--- config.mk ---
export PLATFORM = sky130hd
export DESIGN_NAME = temporizador_antirrebote
export DESIGN_NICKNAME = d
export VERILOG_FILES = /design/src/rtl/temporizador_antirrebote_pkg.sv /design/src/rtl/temporizador_antirrebote_divisor_tick.sv /design/src/rtl/temporizador_antirrebote.sv
export SDC_FILE = /design/constraint.sdc
export NUM_CORES = 1
export LEC_CHECK = 0
export CORE_AREA = 5 5 58 60
export CTS_BUF_LIST = sky130_fd_sc_hd__clkbuf_8
export CTS_CLUSTER_DIAMETER = 120
export DETAILED_ROUTE_END_ITERATION = 16
export DIE_AREA = 0 0 63 65
export DONT_BUFFER_PORTS = 1
export PLACE_DENSITY = 0.84
export SYNTH_ARGS = -nofsm -noshare
export SYNTH_HDL_FRONTEND = slang
export SYNTH_SLANG_ARGS = --single-unit
--- constraint.sdc ---
create_clock -name Clk -period 6.5 [get_ports Clk]
set_input_delay 1.3 -clock Clk [delete_from_list [all_inputs] [get_ports Clk]]
set_output_delay 1.3 -clock Clk [all_outputs]
set_load 0.03 [all_outputs]
--- src/rtl/temporizador_antirrebote_pkg.sv ---
// rtl/temporizador_antirrebote_pkg.sv - shared encodings and constants for the debounce timer
//
// Purpose: FSM state encoding, board default interval constants and the
// reduced constants used for simulation.
package temporizador_antirrebote_pkg;

  typedef enum logic [1:0] {
    ST_IDLE  = 2'd0,
    ST_COUNT = 2'd1,
    ST_DONE  = 2'd2
  } estado_t;

  // 1 ms base tick at 100 MHz, 300 ticks per interval.
  localparam int TICK_CYCLES_DEF = 100000;
  localparam int N_TICKS_DEF     = 300;

  // Short interval for simulation: 4 cycles per tick, 3 ticks.
  localparam int SIM_TICK_CYCLES = 4;
  localparam int SIM_N_TICKS     = 3;

endpackage

--- src/rtl/temporizador_antirrebote_divisor_tick.sv ---
// rtl/temporizador_antirrebote_divisor_tick.sv - prescaler producing the base-tick strobe
//
// Purpose: counts enabled clock cycles modulo TICK_CYCLES.
// Ports:
//   clk    - system clock, rising edge
//   rst    - asynchronous active-high reset
//   clear  - synchronous clear of the prescaler (has priority over enable)
//   enable - advance the prescaler this cycle
//   wrap   - combinational: count is at TICK_CYCLES-1 and enabled, so this
//            edge completes a base tick
module divisor_tick
  import temporizador_antirrebote_pkg::*;
#(
  parameter int TICK_CYCLES = TICK_CYCLES_DEF
) (
  input  logic clk,
  input  logic rst,
  input  logic clear,
  input  logic enable,
  output logic wrap
);

  localparam int PW = (TICK_CYCLES > 1) ? $clog2(TICK_CYCLES) : 1;
  localparam logic [PW-1:0] PRE_MAX = PW'(TICK_CYCLES - 1);

  logic [PW-1:0] pre_q;
  logic [PW-1:0] pre_d;

  assign wrap = enable && (pre_q == PRE_MAX);

  always_comb begin
    pre_d = pre_q;
    if (clear) begin
      pre_d = '0;
    end else if (enable) begin
      pre_d = (pre_q == PRE_MAX) ? '0 : pre_q + PW'(1);
    end
  end

  always_ff @(posedge clk or posedge rst) begin
    if (rst) begin
      pre_q <= '0;
    end else begin
      pre_q <= pre_d;
    end
  end

endmodule

--- src/rtl/temporizador_antirrebote.sv ---
// rtl/temporizador_antirrebote.sv - debounce interval timer (request level in, single-cycle expiry pulse out)
//
// Purpose: while actCuenta is held high, time TICK_CYCLES*N_TICKS clock
// cycles and emit one t300ms pulse; stay quiet until the request drops.
// Ports:
//   Clk       - system clock, rising edge
//   Reset     - asynchronous active-high reset
//   actCuenta - count request level from the debouncer
//   t300ms    - registered one-cycle interval-expired pulse
//   contando  - registered, high while an interval is being timed
//   tick      - registered one-cycle base-tick strobe (debug)
module temporizador_antirrebote
  import temporizador_antirrebote_pkg::*;
#(
  parameter int TICK_CYCLES = TICK_CYCLES_DEF,
  parameter int N_TICKS     = N_TICKS_DEF
) (
  input  logic Clk,
  input  logic Reset,
  input  logic actCuenta,
  output logic t300ms,
  output logic contando,
  output logic tick
);

  localparam int TW = $clog2(N_TICKS + 1);
  localparam logic [TW-1:0] TICKS_MAX = TW'(N_TICKS - 1);

  estado_t       state_q, state_d;
  logic [TW-1:0] ticks_q, ticks_d;
  logic          t300ms_q, t300ms_d;
  logic          contando_q, contando_d;
  logic          tick_q, tick_d;

  logic pre_clear;
  logic pre_enable;
  logic pre_wrap;

  // The prescaler only runs in COUNT with the request still high; any other
  // edge (idle, done, abort) leaves it at zero so a new request starts fresh.
  assign pre_enable = (state_q == ST_COUNT) && actCuenta;
  assign pre_clear  = !pre_enable;

  divisor_tick #(
    .TICK_CYCLES(TICK_CYCLES)
  ) u_divisor_tick (
    .clk   (Clk),
    .rst   (Reset),
    .clear (pre_clear),
    .enable(pre_enable),
    .wrap  (pre_wrap)
  );

  always_comb begin
    state_d    = state_q;
    ticks_d    = ticks_q;
    t300ms_d   = 1'b0;
    contando_d = 1'b0;
    tick_d     = 1'b0;
    case (state_q)
      ST_IDLE: begin
        ticks_d = '0;
        if (actCuenta) begin
          state_d    = ST_COUNT;
          contando_d = 1'b1;
        end
      end
      ST_COUNT: begin
        if (!actCuenta) begin
          // Abort, also when it coincides with expiry: no pulse.
          state_d = ST_IDLE;
          ticks_d = '0;
        end else if (pre_wrap) begin
          if (ticks_q == TICKS_MAX) begin
            // Final tick is replaced by the expiry pulse.
            state_d  = ST_DONE;
            ticks_d  = '0;
            t300ms_d = 1'b1;
          end else begin
            ticks_d    = ticks_q + TW'(1);
            tick_d     = 1'b1;
            contando_d = 1'b1;
          end
        end else begin
          contando_d = 1'b1;
        end
      end
      ST_DONE: begin
        ticks_d = '0;
        if (!actCuenta) begin
          state_d = ST_IDLE;
        end
      end
      default: begin
        state_d = ST_IDLE;
        ticks_d = '0;
      end
    endcase
  end

  always_ff @(posedge Clk or posedge Reset) begin
    if (Reset) begin
      state_q    <= ST_IDLE;
      ticks_q    <= '0;
      t300ms_q   <= 1'b0;
      contando_q <= 1'b0;
      tick_q     <= 1'b0;
    end else begin
      state_q    <= state_d;
      ticks_q    <= ticks_d;
      t300ms_q   <= t300ms_d;
      contando_q <= contando_d;
      tick_q     <= tick_d;
    end
  end

  assign t300ms   = t300ms_q;
  assign contando = contando_q;
  assign tick     = tick_q;

endmodule
==> results.txt <==
The run finished with clean final reports. The yosys synthesis warning count is 0. The diode insertion count for antenna repair came out at 0.

Of all nets on the critical path, the largest fanout is 14. The sum of internal, switching and leakage power came out at 0.398 mW. The detailed-router iteration count before antenna repair is 4.

The row count is 20. The final worst clock skew came out at 5.08 ps. The wire length of the first global-routing pass is 5710 um. The synthesized design spends more area on one cell type than any other, namely sky130_fd_sc_hd__dfrtp_1. The fraction of the cycle the final worst path needs came out at 0.417. The number of pins with negative max-slew slack in the final report came out at 0. The footprint of the flip-flops and latches is 776 um^2. The flip-flop and latch count after synthesis came out at 31. The critical path buffer and inverter count is 0.

Across all layers, the routed design uses 1278 vias. The starting utilization of the core area is 0.550. The post-detailed-routing wire length is 3190 um.

The number of instances in the synthesized netlist came out at 165. The number of buffers inserted by post-CTS setup repair is 0. Counting flops with a built-in enable in the synthesized netlist gives 0. Detailed placement ended at an HPWL of 2230 um. The async set-or-reset flop fraction in the synthesized netlist came out at 1.00. The number of hold buffers added after cts came out at 0. Ranked by instance count, the synthesized netlist is headed by 31 x sky130_fd_sc_hd__dfrtp_1, 17 x sky130_fd_sc_hd__nor2_1, 14 x sky130_fd_sc_hd__nand2_1. For this run, the leading register cell type out of synthesis is sky130_fd_sc_hd__dfrtp_1.

The number of global-route vias before repair came to 1249. The mapped netlist covers 0.00158 mm^2. A synthesized cell averages 9.58 um^2. The maximum achievable frequency is 369 MHz.

After detailed routing, no signal wire sits above met4. The maximum level of the CTS H-tree came out at 2. The hold violation total from the final report is 0.

Of the cells placed in the final design, the portion with a size suffix greater than 1 is 0.0602. In the routed layout, each cell is associated on average with a via count of 6.42. The worst hold path belongs to the class flip-flop to flip-flop.

The number of buffers inserted during clock tree synthesis is 5. For this design the static power due to leakage is 0.645 nW. The worst path arrival time came out at 2830 ps. The worst setup path is launched from a flip-flop. In this run the remaining antenna-violating nets after routing total 0. The relative slew slack is 0.251. The cell family contributing the most delay on the critical path is simple AND/OR/NAND/NOR gates.

The area of the die is 0.00410 mm^2. For this block, wires on met1 add up to 1450 um. The initial antenna violation count is 0.

The number of clock sinks seen by CTS came out at 31. The maximum clock insertion buffer count came out at 2. For this run the aggregate overflow at the end of global routing stands at 0. For this run, the total global-route usage over all layers was measured as 0.176.

The power density over the cells came out at 234 mW/mm^2. The worst setup path is of the flip-flop to flip-flop kind. The TritonCTS clock tree is yes. The maximum single-stage delay on the critical path is 810 ps.

Across the run, the number of max-cap violations was 0. CTS placed an instance of sky130_fd_sc_hd__clkbuf_8 at the clock tree root. The actual slew at the worst max-slew pin is 1120 ps. For this design, the slowest cell found on the critical path is sky130_fd_sc_hd__o21ai_1.

The weighted congestion reported at the end of routability-driven placement is 0.904. The core box area came out at 0.00288 mm^2. The total area of multi-input combinational cells is 759 um^2. After detailed routing, the number of remaining DRC violations is 0. The detailed router finished its first iteration with 169 violations. The average routed wire per standard cell is 16.0 um. Walking the worst path, the cells encountered are ha_1 -> nand2_1 -> or4_1 -> o21ai_1 -> nor2_1.

The pin count of the biggest net entering global routing came out at 32. Synthesis produced a netlist with a net count of 170. The die is 63 um wide. The number of top-level design ports came out at 6.

The final critical-path required period came out at 2710 ps. The fill cell total of the finished layout is 236. The floorplan step set the die height to 65 um. The later pin in the worst-skew pair is clocked with a latency of 280 ps. Across the VDD grid, the largest voltage drop is 0.194 mV.

The clock transition at the registers of the reported paths is 60 ps. The fraction of the yosys area taken by sequential cells came out at 0.491. The post-synthesis to final-layout area growth came out at 7.59%. The count of buffers inserted at the top-level ports came out at 0. The net count of the finished layout is 170.

The area fraction of the dominant cell type after synthesis is 0.491. Setup repair after global routing left no endpoint under its margin. sky130_fd_sc_hd__dfrtp_1 is the most common cell in the netlist.

STA classifies the critical path endpoint as a flip-flop. The number of setup violations in the final report came out at 0. After synthesis, the cell types taking the most area are sky130_fd_sc_hd__dfrtp_1 49%, sky130_fd_sc_hd__nor2_1 4.0%, sky130_fd_sc_hd__or3_1 4.0%. The detailed route wirelength on metal3 is 229 um. The total of cells resized after clock tree synthesis is 0. Counting distinct cell types in the post-synthesis netlist gives 37. The amount of wire on met2 after detailed routing came out at 1480 um. The setup total negative slack came out at 0 ps. The required time of the critical path came out at 6630 ps.
## area by class of cell
type,count,area share
Clock buffer,6,0.0485
Clock inverter,2,0.0206
Inverter,2,0.00441
Multi-Input combinational cell,125,0.446
Sequential cell,31,0.456
Tap cell,33,0.0243
## worst register-to-register path, stage by stage (launching register included)
cell	delay, ps
sky130_fd_sc_hd__dfrtp_1	400
sky130_fd_sc_hd__ha_1	360
sky130_fd_sc_hd__nand2_1	160
sky130_fd_sc_hd__or4_1	690
sky130_fd_sc_hd__o21ai_1	820
sky130_fd_sc_hd__nor2_1	130
## registers in the layout, summed over array words and instances, names as in the netlist
register	cells
contando	1
state_q	2
t300ms	1
tick	1
ticks_q	9
u_divisor_tick.pre_q	17
## cells by family (layout without fill, tap and decap cells)
| group | count (synthesis) | count (layout) | share of synthesized area |
|---|---|---|---|
| AND/OR/NAND/NOR | 84 | 84 | 0.281 |
| AO/OA/AOI/OAI | 26 | 26 | 0.111 |
| buffers and inverters | 9 | 10 | 0.0293 |
| XOR/XNOR | 12 | 12 | 0.0665 |
| multiplexers | 1 | 1 | 0.00633 |
| adder cells (fa/ha/maj) | 2 | 2 | 0.0158 |
| flip-flops | 31 | 31 | 0.491 |
## per-stage QoR
step | cells | hold slack (ps) | utilization | instance area, um^2 | worst slack [ps]
6_report | 199 | 511 | 0.591 | 1700 | 3790
5_1_grt | 199 | 534 | 0.591 | 1700 | 3540
4_1_cts | 199 | 512 | 0.591 | 1700 | 3810
3_5_place_dp | 191 | 503 | 0.550 | 1580 | 3530
3_3_place_gp | 191 | 483 | 0.550 | 1580 | 3650
2_1_floorplan | 165 | 458 | - | 1580 | 4040
## final timing paths
path,startpoint,endpoint,slack (ps),cells past startpoint
max,u_divisor_tick.pre_q[0]$_DFF_PP0_,u_divisor_tick.pre_q[9]$_DFF_PP0_,3790,5
min,u_divisor_tick.pre_q[0]$_DFF_PP0_,u_divisor_tick.pre_q[0]$_DFF_PP0_,510,1
max reg2reg,u_divisor_tick.pre_q[0]$_DFF_PP0_,u_divisor_tick.pre_q[9]$_DFF_PP0_,3790,5
min reg2reg,u_divisor_tick.pre_q[0]$_DFF_PP0_,u_divisor_tick.pre_q[0]$_DFF_PP0_,510,1
max in group asynchronous,Reset,u_divisor_tick.pre_q[2]$_DFF_PP0_,4630,1
min in group asynchronous,Reset,contando$_DFF_PP0_,1190,1
## layer usage
layer  GRT usage  vias to the layer above
met1       0.230                      621
met3      0.0485                        3
met5           0                        -
li1            -                      605
met2       0.274                       49
met4      0.0743                        0
## cells in the final DEF (no fill, tap or decap), types with 6 or more instances in the layout
cell type | synthesis | routed
sky130_fd_sc_hd__dfrtp_1 | 31 | 31
sky130_fd_sc_hd__nor2_1 | 17 | 17
sky130_fd_sc_hd__nand2_1 | 14 | 14
sky130_fd_sc_hd__or3_1 | 10 | 10
sky130_fd_sc_hd__nand3_1 | 10 | 10
sky130_fd_sc_hd__nand4_1 | 7 | 7
sky130_fd_sc_hd__xor2_1 | 7 | 7
sky130_fd_sc_hd__clkbuf_8 | 0 | 6
## report_power, final
part	leakage (nW)	switching, mW	internal [mW]
Clock	0.0612	0.0689	0.124
Sequential	0.428	0.00183	0.194
Combinational	0.156	0.00767	0.00153
Total	0.645	0.0783	0.320
(Power assumes the default switching activity.)
